`src/rtl/bist_patgen_if.sv`:
```
// Pattern delivery bus for bist_patgen: valid/ready handshake carrying the
// stimulus word and its index within the run.
interface bist_patgen_if #(
  parameter int WIDTH = 4
) ();
  logic             pat_valid;
  logic [WIDTH-1:0] pat;
  logic [7:0]       pat_idx;
  logic             ready;

  modport master (output pat_valid, output pat, output pat_idx, input ready);
  modport slave  (input pat_valid, input pat, input pat_idx, output ready);
endinterface

```
`src/rtl/bist_patgen.sv`:
```
// BIST pattern source: maximal-length Fibonacci LFSR words over a valid/ready bus.
// Optional macro BIST_PATGEN_ZERO_EN adds the de Bruijn all-zero state.
module bist_patgen #(
  parameter int WIDTH    = 4,
  parameter int SEED     = 1,
  parameter int NUM_PATS = 15
) (
  input  logic           i_clk,
  input  logic           i_rst_n,
  input  logic           i_start,
  input  logic           i_abort,
  output logic           o_busy,
  output logic           o_done,
  bist_patgen_if.master  bus
);

  typedef enum logic [1:0] {
    S_IDLE = 2'd0,
    S_RUN  = 2'd1,
    S_DONE = 2'd2
  } state_t;

  // Feedback tap masks per width, bit n set means pat[n] feeds the XOR.
  localparam logic [7:0] TAPS =
    (WIDTH == 2) ? 8'h03 :
    (WIDTH == 3) ? 8'h06 :
    (WIDTH == 4) ? 8'h0C :
    (WIDTH == 5) ? 8'h14 :
    (WIDTH == 6) ? 8'h30 :
    (WIDTH == 7) ? 8'h60 : 8'hB8;

  localparam logic [7:0] LAST_IDX = 8'(NUM_PATS - 1);

`ifdef BIST_PATGEN_ZERO_EN
  localparam logic [WIDTH-1:0] SEED_EFF = WIDTH'(SEED);
`else
  localparam logic [WIDTH-1:0] SEED_EFF =
    (WIDTH'(SEED) == {WIDTH{1'b0}}) ? {{(WIDTH-1){1'b0}}, 1'b1} : WIDTH'(SEED);
`endif

  function automatic logic [WIDTH-1:0] lfsr_next(input logic [WIDTH-1:0] p);
    logic [7:0] ext;
    logic       fb;
    ext = 8'(p);
    fb  = ^(ext & TAPS);
`ifdef BIST_PATGEN_ZERO_EN
    fb  = fb ^ (p[WIDTH-2:0] == {(WIDTH-1){1'b0}});
`endif
    return {p[WIDTH-2:0], fb};
  endfunction

  state_t           r_state;
  state_t           w_next_state;
  logic [WIDTH-1:0] r_pat;
  logic [WIDTH-1:0] w_pat;
  logic [7:0]       r_pat_idx;
  logic [7:0]       w_pat_idx;
  logic             r_pat_valid;
  logic             r_busy;
  logic             r_done;
  logic             w_xfer;

  assign w_xfer = r_pat_valid & bus.ready;

  // State register
  always_ff @(posedge i_clk or negedge i_rst_n) begin
    if (!i_rst_n) begin
      r_state <= S_IDLE;
    end else begin
      r_state <= w_next_state;
    end
  end

  // Next-state logic; abort wins over a simultaneous final transfer
  always_comb begin
    w_next_state = r_state;
    case (r_state)
      S_IDLE: begin
        if (i_start) begin
          w_next_state = S_RUN;
        end else begin
          w_next_state = S_IDLE;
        end
      end
      S_RUN: begin
        if (i_abort) begin
          w_next_state = S_DONE;
        end else if (w_xfer && (r_pat_idx == LAST_IDX)) begin
          w_next_state = S_DONE;
        end else begin
          w_next_state = S_RUN;
        end
      end
      S_DONE:  w_next_state = S_IDLE;
      default: w_next_state = S_IDLE;
    endcase
  end

  // Pattern/index update for the next cycle
  always_comb begin
    w_pat     = r_pat;
    w_pat_idx = r_pat_idx;
    case (r_state)
      S_IDLE: begin
        if (i_start) begin
          w_pat     = SEED_EFF;
          w_pat_idx = 8'd0;
        end else begin
          w_pat     = r_pat;
          w_pat_idx = r_pat_idx;
        end
      end
      S_RUN: begin
        if (!i_abort && w_xfer && (r_pat_idx != LAST_IDX)) begin
          w_pat     = lfsr_next(r_pat);
          w_pat_idx = r_pat_idx + 8'd1;
        end else begin
          w_pat     = r_pat;
          w_pat_idx = r_pat_idx;
        end
      end
      default: begin
        w_pat     = r_pat;
        w_pat_idx = r_pat_idx;
      end
    endcase
  end

  // Registered outputs, derived from the upcoming state
  always_ff @(posedge i_clk or negedge i_rst_n) begin
    if (!i_rst_n) begin
      r_pat       <= {WIDTH{1'b0}};
      r_pat_idx   <= 8'd0;
      r_pat_valid <= 1'b0;
      r_busy      <= 1'b0;
      r_done      <= 1'b0;
    end else begin
      r_pat       <= w_pat;
      r_pat_idx   <= w_pat_idx;
      r_pat_valid <= (w_next_state == S_RUN);
      r_busy      <= (w_next_state == S_RUN);
      r_done      <= (w_next_state == S_DONE);
    end
  end

  assign bus.pat_valid = r_pat_valid;
  assign bus.pat       = r_pat;
  assign bus.pat_idx   = r_pat_idx;
  assign o_busy        = r_busy;
  assign o_done        = r_done;

endmodule

```
`src/flat_wrapper.sv`:
```
// flat-port wrapper written by rule: the top's interface ports become plain ports
module bist_patgen_flat 
#(
  parameter int WIDTH    = 4,
  parameter int SEED     = 1,
  parameter int NUM_PATS = 15
)
  (i_clk, i_rst_n, i_start, i_abort, o_busy, o_done, bus_pat_valid, bus_pat, bus_pat_idx, bus_ready);
  bist_patgen_if #(.WIDTH(WIDTH)) bus_i ();
  input  logic i_clk;
  input  logic i_rst_n;
  input  logic i_start;
  input  logic i_abort;
  output logic o_busy;
  output logic o_done;
  output wire logic [$bits(bus_i.pat_valid)-1:0] bus_pat_valid;
  output wire logic [$bits(bus_i.pat)-1:0] bus_pat;
  output wire logic [$bits(bus_i.pat_idx)-1:0] bus_pat_idx;
  input wire logic [$bits(bus_i.ready)-1:0] bus_ready;
  assign bus_pat_valid = bus_i.pat_valid;
  assign bus_pat = bus_i.pat;
  assign bus_pat_idx = bus_i.pat_idx;
  assign bus_i.ready = bus_ready;
  bist_patgen #(.WIDTH(WIDTH), .SEED(SEED), .NUM_PATS(NUM_PATS)) u_core (.i_clk(i_clk), .i_rst_n(i_rst_n), .i_start(i_start), .i_abort(i_abort), .o_busy(o_busy), .o_done(o_done), .bus(bus_i));
endmodule
```
`config.mk`:
```
export PLATFORM = sky130hd
export DESIGN_NAME = bist_patgen_flat
export DESIGN_NICKNAME = d
export VERILOG_FILES = /design/src/rtl/bist_patgen_if.sv /design/src/rtl/bist_patgen.sv /design/src/flat_wrapper.sv
export SDC_FILE = /design/constraint.sdc
export NUM_CORES = 1
export LEC_CHECK = 0
export CORE_UTILIZATION = 48
export CTS_CLUSTER_SIZE = 30
export DETAILED_ROUTE_END_ITERATION = 6
export PLACE_DENSITY = 0.77
export RECOVER_POWER = 25
export SLEW_MARGIN = 20
export SYNTH_ARGS = -nofsm -noshare
export SYNTH_HDL_FRONTEND = slang
export SYNTH_SLANG_ARGS = --single-unit
```
`constraint.sdc`:
```
create_clock -name i_clk -period 2.4 [get_ports i_clk]
set_input_delay 0.72 -clock i_clk [delete_from_list [all_inputs] [get_ports i_clk]]
set_output_delay 0.72 -clock i_clk [all_outputs]
set_load 0.1 [all_outputs]
```
==> run_results.csv, run 1 <==
group,metric,value,unit
outcome,outcome,"complete, no violations",
cells_and_area,drive_above_1_share,0.266,
routing,vias,770,
routing,wirelength,1950,microns
sta,fin_crit,1.99,ns
synth,synth-edff-count,0,
floorplanning,start_util,0.542,
sta,post-route-period-util,0.831,
global_routing,grt_pass1_vias,742,
floorplanning,rows,14,
routing,drt-initial-drc-count,18,
setup_path,setup.worst_path.start,"bus_ready",
routing,drt_pass1_iterations,4,
setup_path,reg2reg_from,"u_core.bus.pat_idx[0]",
cells_and_area,layout_common_cells,"buf_4 (20), dfrtp_1 (16), nand2_1 (7)",
sta,hold_viol_final,0,
floorplanning,core_area,0.00159,sq mm
clock_tree,numClockSinks,16,
clock_tree,cts_tree,"done",
sta,slew_headroom,0.453,
pwr,power_density,1010,mW/mm^2
cells_and_area,fin_area,0.00109,sq mm
setup_path,r2r.worst_path.cells,7,
pwr,power,1.10,mW
run,drv_cap,0,
setup_path,end_kind,"flop",
cells_and_area,antenna_cells,0,
min_path,hp-class,"flop to flop",
sta,finalSetupViolations,0,
clock_tree,hold_buffers,0,
routing,wire_per_inst,14.6,microns
global_routing,antenna_found_initial,0,
routing,ant_nets,0,
global_routing,grt_max_degree,17,
cells_and_area,stdcell_count,133,
clock_tree,cts_buffer_depth,2,
setup_path,timing.rr.end,"u_core.bus.pat_idx[3]",
synth,synthCells,85,
setup_path,reg2reg_slack,0.44,ns
placed_design,placedCellCount,130,
placed_design,place_ws,0.116,ns
floorplanning,die_y,44.4,microns
routing,via_per_inst,5.79,
setup_path,worst_setup_path_start_kind,"input pin",
cells_and_area,finalNetCount,118,
placed_design,placed_area,0.00107,sq mm
placed_design,io_buffers,19,
sta,rsz0062_at_grt,"no",
clock_tree,cts-root-buf,"clkbuf_4",
synth,synth.ff_latch_count,16,
sta,worst_slew_pin_slew,0.821,ns
sta,final_max_slew_viol_count,0,
cells_and_area,layout_commonest_cell,"buf_4",
setup_path,arrival,2.15,ns
routing,drc,0,
clock_tree,numCtsBuffers,3,
sta,fmax,0.501,GHz
synth,syn-num-nets,92,
synth,syn-cell-area,865,sq um
setup_path,crit_path_end,"u_core.bus.pat_idx[7]",
synth,synth-seq-area-share,0.463,
clock_tree,path_clk_slew,0.09,ns
cells_and_area,syn_to_final_growth,26.0,%
synth,synth_cell_types,37,
synth,synth_ff_type,"dfrtp_1",
placed_design,dp_hpwl,1470,microns
clock_tree,cts.repair.resized,0,
setup_path,required,2.56,ns
synth,yosys_warnings,0,
synth,syn_area_per_cell,10.2,sq um
clock_tree,clk_latency,0.28,ns
setup_path,worst-path-max-fanout,8,
sta,setup_slack,0.406,ns
cells_and_area,fin_util,0.684,
clock_tree,htreeDepth,1,
global_routing,grtUsageTotal,0.235,
setup_path,criticalPathCategory,"input pin to flop",
pwr,ir_drop,0.840,mV
clock_tree,post_cts_buffers,0,
global_routing,grt.overflow.total,0,
sta,fin_setup_tns,0,ns
global_routing,grt_pass1_wl,3380,microns
floorplanning,die_width,44.4,microns
floorplanning,io_pins,20,
synth,synth_async_sr_flop_share,1.00,
sta,finClkSkew,0.00391,ns
placed_design,routabilityCongestion,0.842,
pwr,p_leak,0.486,nW
sta,holdWs,0.546,ns
floorplanning,die_area,0.00197,sq mm
-- registers in the layout, indices dropped and copies added (netlist names) --
name and flops:
u_core.bus.pat 4, u_core.bus.pat_idx 8, u_core.bus.pat_valid 1, u_core.o_done 1, u_core.r_state 2
-- cell families after synthesis --
group / after synthesis / share of synthesized area
AND/OR/NAND/NOR: 36 / 0.242
XOR/XNOR: 2 / 0.0203
multiplexers: 2 / 0.0246
adder cells (fa/ha/maj): 2 / 0.0289
flip-flops: 16 / 0.463
AO/OA/AOI/OAI: 21 / 0.188
buffers and inverters: 6 / 0.0333
-- Yosys cell counts (all sizes together) (2+ instances only) --
cell    number  area [sq um]
a221o        2          20.0
ha           2          25.0
and3         3          18.8
inv          2          7.51
buf          3          17.5
o21ai        5          25.0
nand2b       2          15.0
nor4         2          18.8
nand2        7          26.3
o211ai       6          45.0
and2         3          18.8
nor2         5          18.8
a21oi        2          21.3
nand4b       2          17.5
dfrtp       16           400
nand3        6          30.0
-- cell type report --
class	instances	area, sq um
Timing Repair Buffer	25	194
Multi-Input combinational cell	63	435
Clock buffer	3	22.5
Tap cell	24	30.0
Fill cell	143	504
Sequential cell	16	400
Inverter	2	7.51
-- how the worst min path moves through the flow --
| stage | from | depth (start not counted) | slack [ns] | to |
|---|---|---|---|---|
| 5_1_grt | u_core.bus.pat_idx[7] | 1 | 0.60 | u_core.bus.pat_idx[7] |
| 4_1_cts | u_core.bus.pat_idx[7] | 1 | 0.55 | u_core.bus.pat_idx[7] |
| 3_3_place_gp | u_core.bus.pat_idx[7] | 1 | 0.51 | u_core.bus.pat_idx[7] |
| 6_report | u_core.bus.pat_idx[7] | 1 | 0.55 | u_core.bus.pat_idx[7] |
| 2_1_floorplan | i_rst_n | 0 | 0.42 | u_core.bus.pat[0] |
| 3_5_place_dp | u_core.bus.pat[0] | 2 | 0.54 | u_core.bus.pat[1] |
-- per-layer routing --
| metal | track usage | routed length, microns |
|---|---|---|
| met1 | 0.318 | 885 |
| met2 | 0.385 | 963 |
| met3 | 0.0245 | 74 |
| met4 | 0.0909 | 23 |
| met5 | 0 | 0 |
-- report_power, final --
group	switching [mW]	total (mW)	internal (mW)
registers	0.0649	0.383	0.318
logic	0.450	0.582	0.132
clock network	0.0797	0.138	0.0583
total	0.595	1.10	0.508
-- worst max-delay path, stage by stage --
cell and delay, ns:
clkdlybuf4s50_1 0.46, nand2_1 0.06, or3_1 0.45, o311ai_1 0.33, o41ai_1 0.13
Power figures use the tool's default switching activity.
==> run 2: changes to the inputs <==
clock period = 1.9 ns   (was 2.4 ns; I/O delays follow)
==> run_results.csv, run 2 (synthesis gave the netlist of run 1 again) <==
group,metric,value,unit
outcome,outcome,"finished with violations",
outcome,violations,"negative setup slack",
routing,drt-initial-drc-count,56,
floorplanning,io_pins,20,
clock_tree,cts_buffer_depth,2,
routing,vias,971,
routing,wire_per_inst,22.2,microns
cells_and_area,fill_cells,58,
clock_tree,cts-root-buf,"clkbuf_4",
pwr,p_switching,0.904,mW
floorplanning,die_width,44.4,microns
pwr,power_density,1210,mW/mm^2
global_routing,grtUsageTotal,0.324,
routing,drc,0,
routing,ant_nets,0,
global_routing,grt.overflow.total,0,
pwr,ir_drop,1.18,mV
clock_tree,path_clk_slew,0.11,ns
cells_and_area,syn_to_final_growth,70.0,%
cells_and_area,finalNetCount,132,
setup_path,worst-path-max-fanout,3,
pwr,pwr-share-comb,0.599,
floorplanning,core_area,0.00159,sq mm
sta,setup_slack,-0.0756,ns
sta,fin_setup_tns,-0.0999,ns
global_routing,antenna_found_initial,0,
floorplanning,die_area,0.00197,sq mm
cells_and_area,drive_above_1_share,0.468,
clock_tree,numClockSinks,16,
sta,final_max_slew_viol_count,0,
setup_path,required,2.10,ns
floorplanning,start_util,0.542,
routing,wirelength,3290,microns
sta,post-route-period-util,1.04,
cells_and_area,layout_common_cells,"buf_4 (17), buf_12 (15), nand2_1 (7), dfrtp_1 (7), dfrtp_2 (7)",
sta,fmax,0.506,GHz
floorplanning,rows,14,
setup_path,arrival,2.17,ns
sta,worst_slew_pin_slew,0.893,ns
run,drv_cap,0,
global_routing,grt_max_degree,17,
sta,finClkSkew,0.0170,ns
clock_tree,numCtsBuffers,3,
pwr,p_leak,0.607,nW
clock_tree,cts_tree,"done",
placed_design,routabilityCongestion,0.891,
placed_design,io_buffers,19,
setup_path,r2r.worst_path.cells,7,
setup_path,worst_setup_path_start_kind,"flop",
clock_tree,clk_latency,0.30,ns
pwr,power,1.78,mW
sta,hold_viol_final,0,
cells_and_area,seq_area,417,sq um
placed_design,dp_hpwl,2120,microns
sta,holdWs,0.530,ns
setup_path,end_kind,"flop",
routing,via_per_inst,6.56,
cells_and_area,multi_input_area,493,sq um
setup_path,criticalPathCategory,"flop to flop",
pwr,seqPwrFrac,0.290,
min_path,hold_depth,1,
floorplanning,die_y,44.4,microns
routing,drt_pass1_iterations,4,
clock_tree,hold_buffers,0,
pwr,switching_share,0.509,
sta,slew_headroom,0.404,
cells_and_area,largest_reg_flops,8,
global_routing,grt_pass1_vias,905,
pwr,internal-power,0.872,mW
sta,fin_crit,1.98,ns
sta,rsz0062_at_grt,"yes",
sta,finalSetupViolations,3,
pwr,clock_power_share,0.111,
cells_and_area,layout_commonest_cell,"buf_4",
global_routing,grt_pass1_wl,4470,microns
cells_and_area,antenna_cells,0,
clock_tree,htreeDepth,1,
min_path,hp-class,"flop to flop",
[run 2: layout make-up]
class	count	area share
repair buffers	39	0.336
multi-input cells	63	0.335
flip-flops and latches	16	0.283
well taps	24	0.0204
clock buffers	4	0.0179
inverters	2	0.00681
[run 2: worst paths after layout]
| path | slack, ns | startpoint | to |
|---|---|---|---|
| setup reg to reg | -0.08 | u_core.bus.pat_idx[0] | u_core.bus.pat[2] |
| hold / removal | 0.53 | u_core.bus.pat_idx[7] | u_core.bus.pat_idx[7] |
| setup / recovery | -0.08 | u_core.bus.pat_idx[0] | u_core.bus.pat[2] |
| hold reg to reg | 0.53 | u_core.bus.pat_idx[7] | u_core.bus.pat_idx[7] |
| min in group asynchronous | 0.89 | i_rst_n | u_core.bus.pat_idx[0] |
| max in group asynchronous | 0.37 | i_rst_n | u_core.bus.pat_idx[1] |
[run 2: worst max-delay path: stages (launching register included)]
cell and delay, ns:
dfrtp_4 0.51, inv_4 0.06, ha_4 0.12, nand4b_1 0.12, or4_4 0.48, a21oi_4 0.21, buf_6 0.14, mux2i_1 0.23
[run 2: timing repair]
item | CTS | global route
setup endpoints to repair | 6 | 11
resized for setup | 5 | 8
setup buffers | 0 | 1
pin swaps | 0 | 2
[run 2: layer usage]
| layer | GRT usage | routed length, microns | vias up |
|---|---|---|---|
| li1 | - | - | 396 |
| met1 | 0.406 | 1190 | 456 |
| met3 | 0.0531 | 320 | 29 |
| met5 | 0 | 0 | - |
| met4 | 0.109 | 167 | 0 |
| met2 | 0.565 | 1610 | 90 |
[run 2: per-stage QoR]
step / instances / setup slack, ns / utilization / instance area (sq um)
finish: 148 / -0.0756 / 0.922 / 1470
global route: 148 / -0.109 / 0.922 / 1470
CTS: 147 / -0.0163 / 0.895 / 1430
detailed placement: 143 / -0.252 / 0.861 / 1370
global placement: 143 / -0.189 / 0.861 / 1370
floorplan: 85 / -0.0459 / - / 883
[run 2: power by group through the flow]
stage / clock [mW] / combinational, mW / sequential [mW]
2_1_floorplan: 0 / 0.204 / 0.863
3_3_place_gp: 0 / 0.967 / 0.497
3_5_place_dp: 0 / 0.998 / 0.503
4_1_cts: 0.198 / 1.01 / 0.501
5_1_grt: 0.206 / 1.09 / 0.515
6_report: 0.197 / 1.06 / 0.515
==> run 3: changes to the inputs <==
SLEW_MARGIN = 10   (was 20)
==> results of run 3 <==
Same layout as run 2: the final DEF is identical, and so are final timing and power.
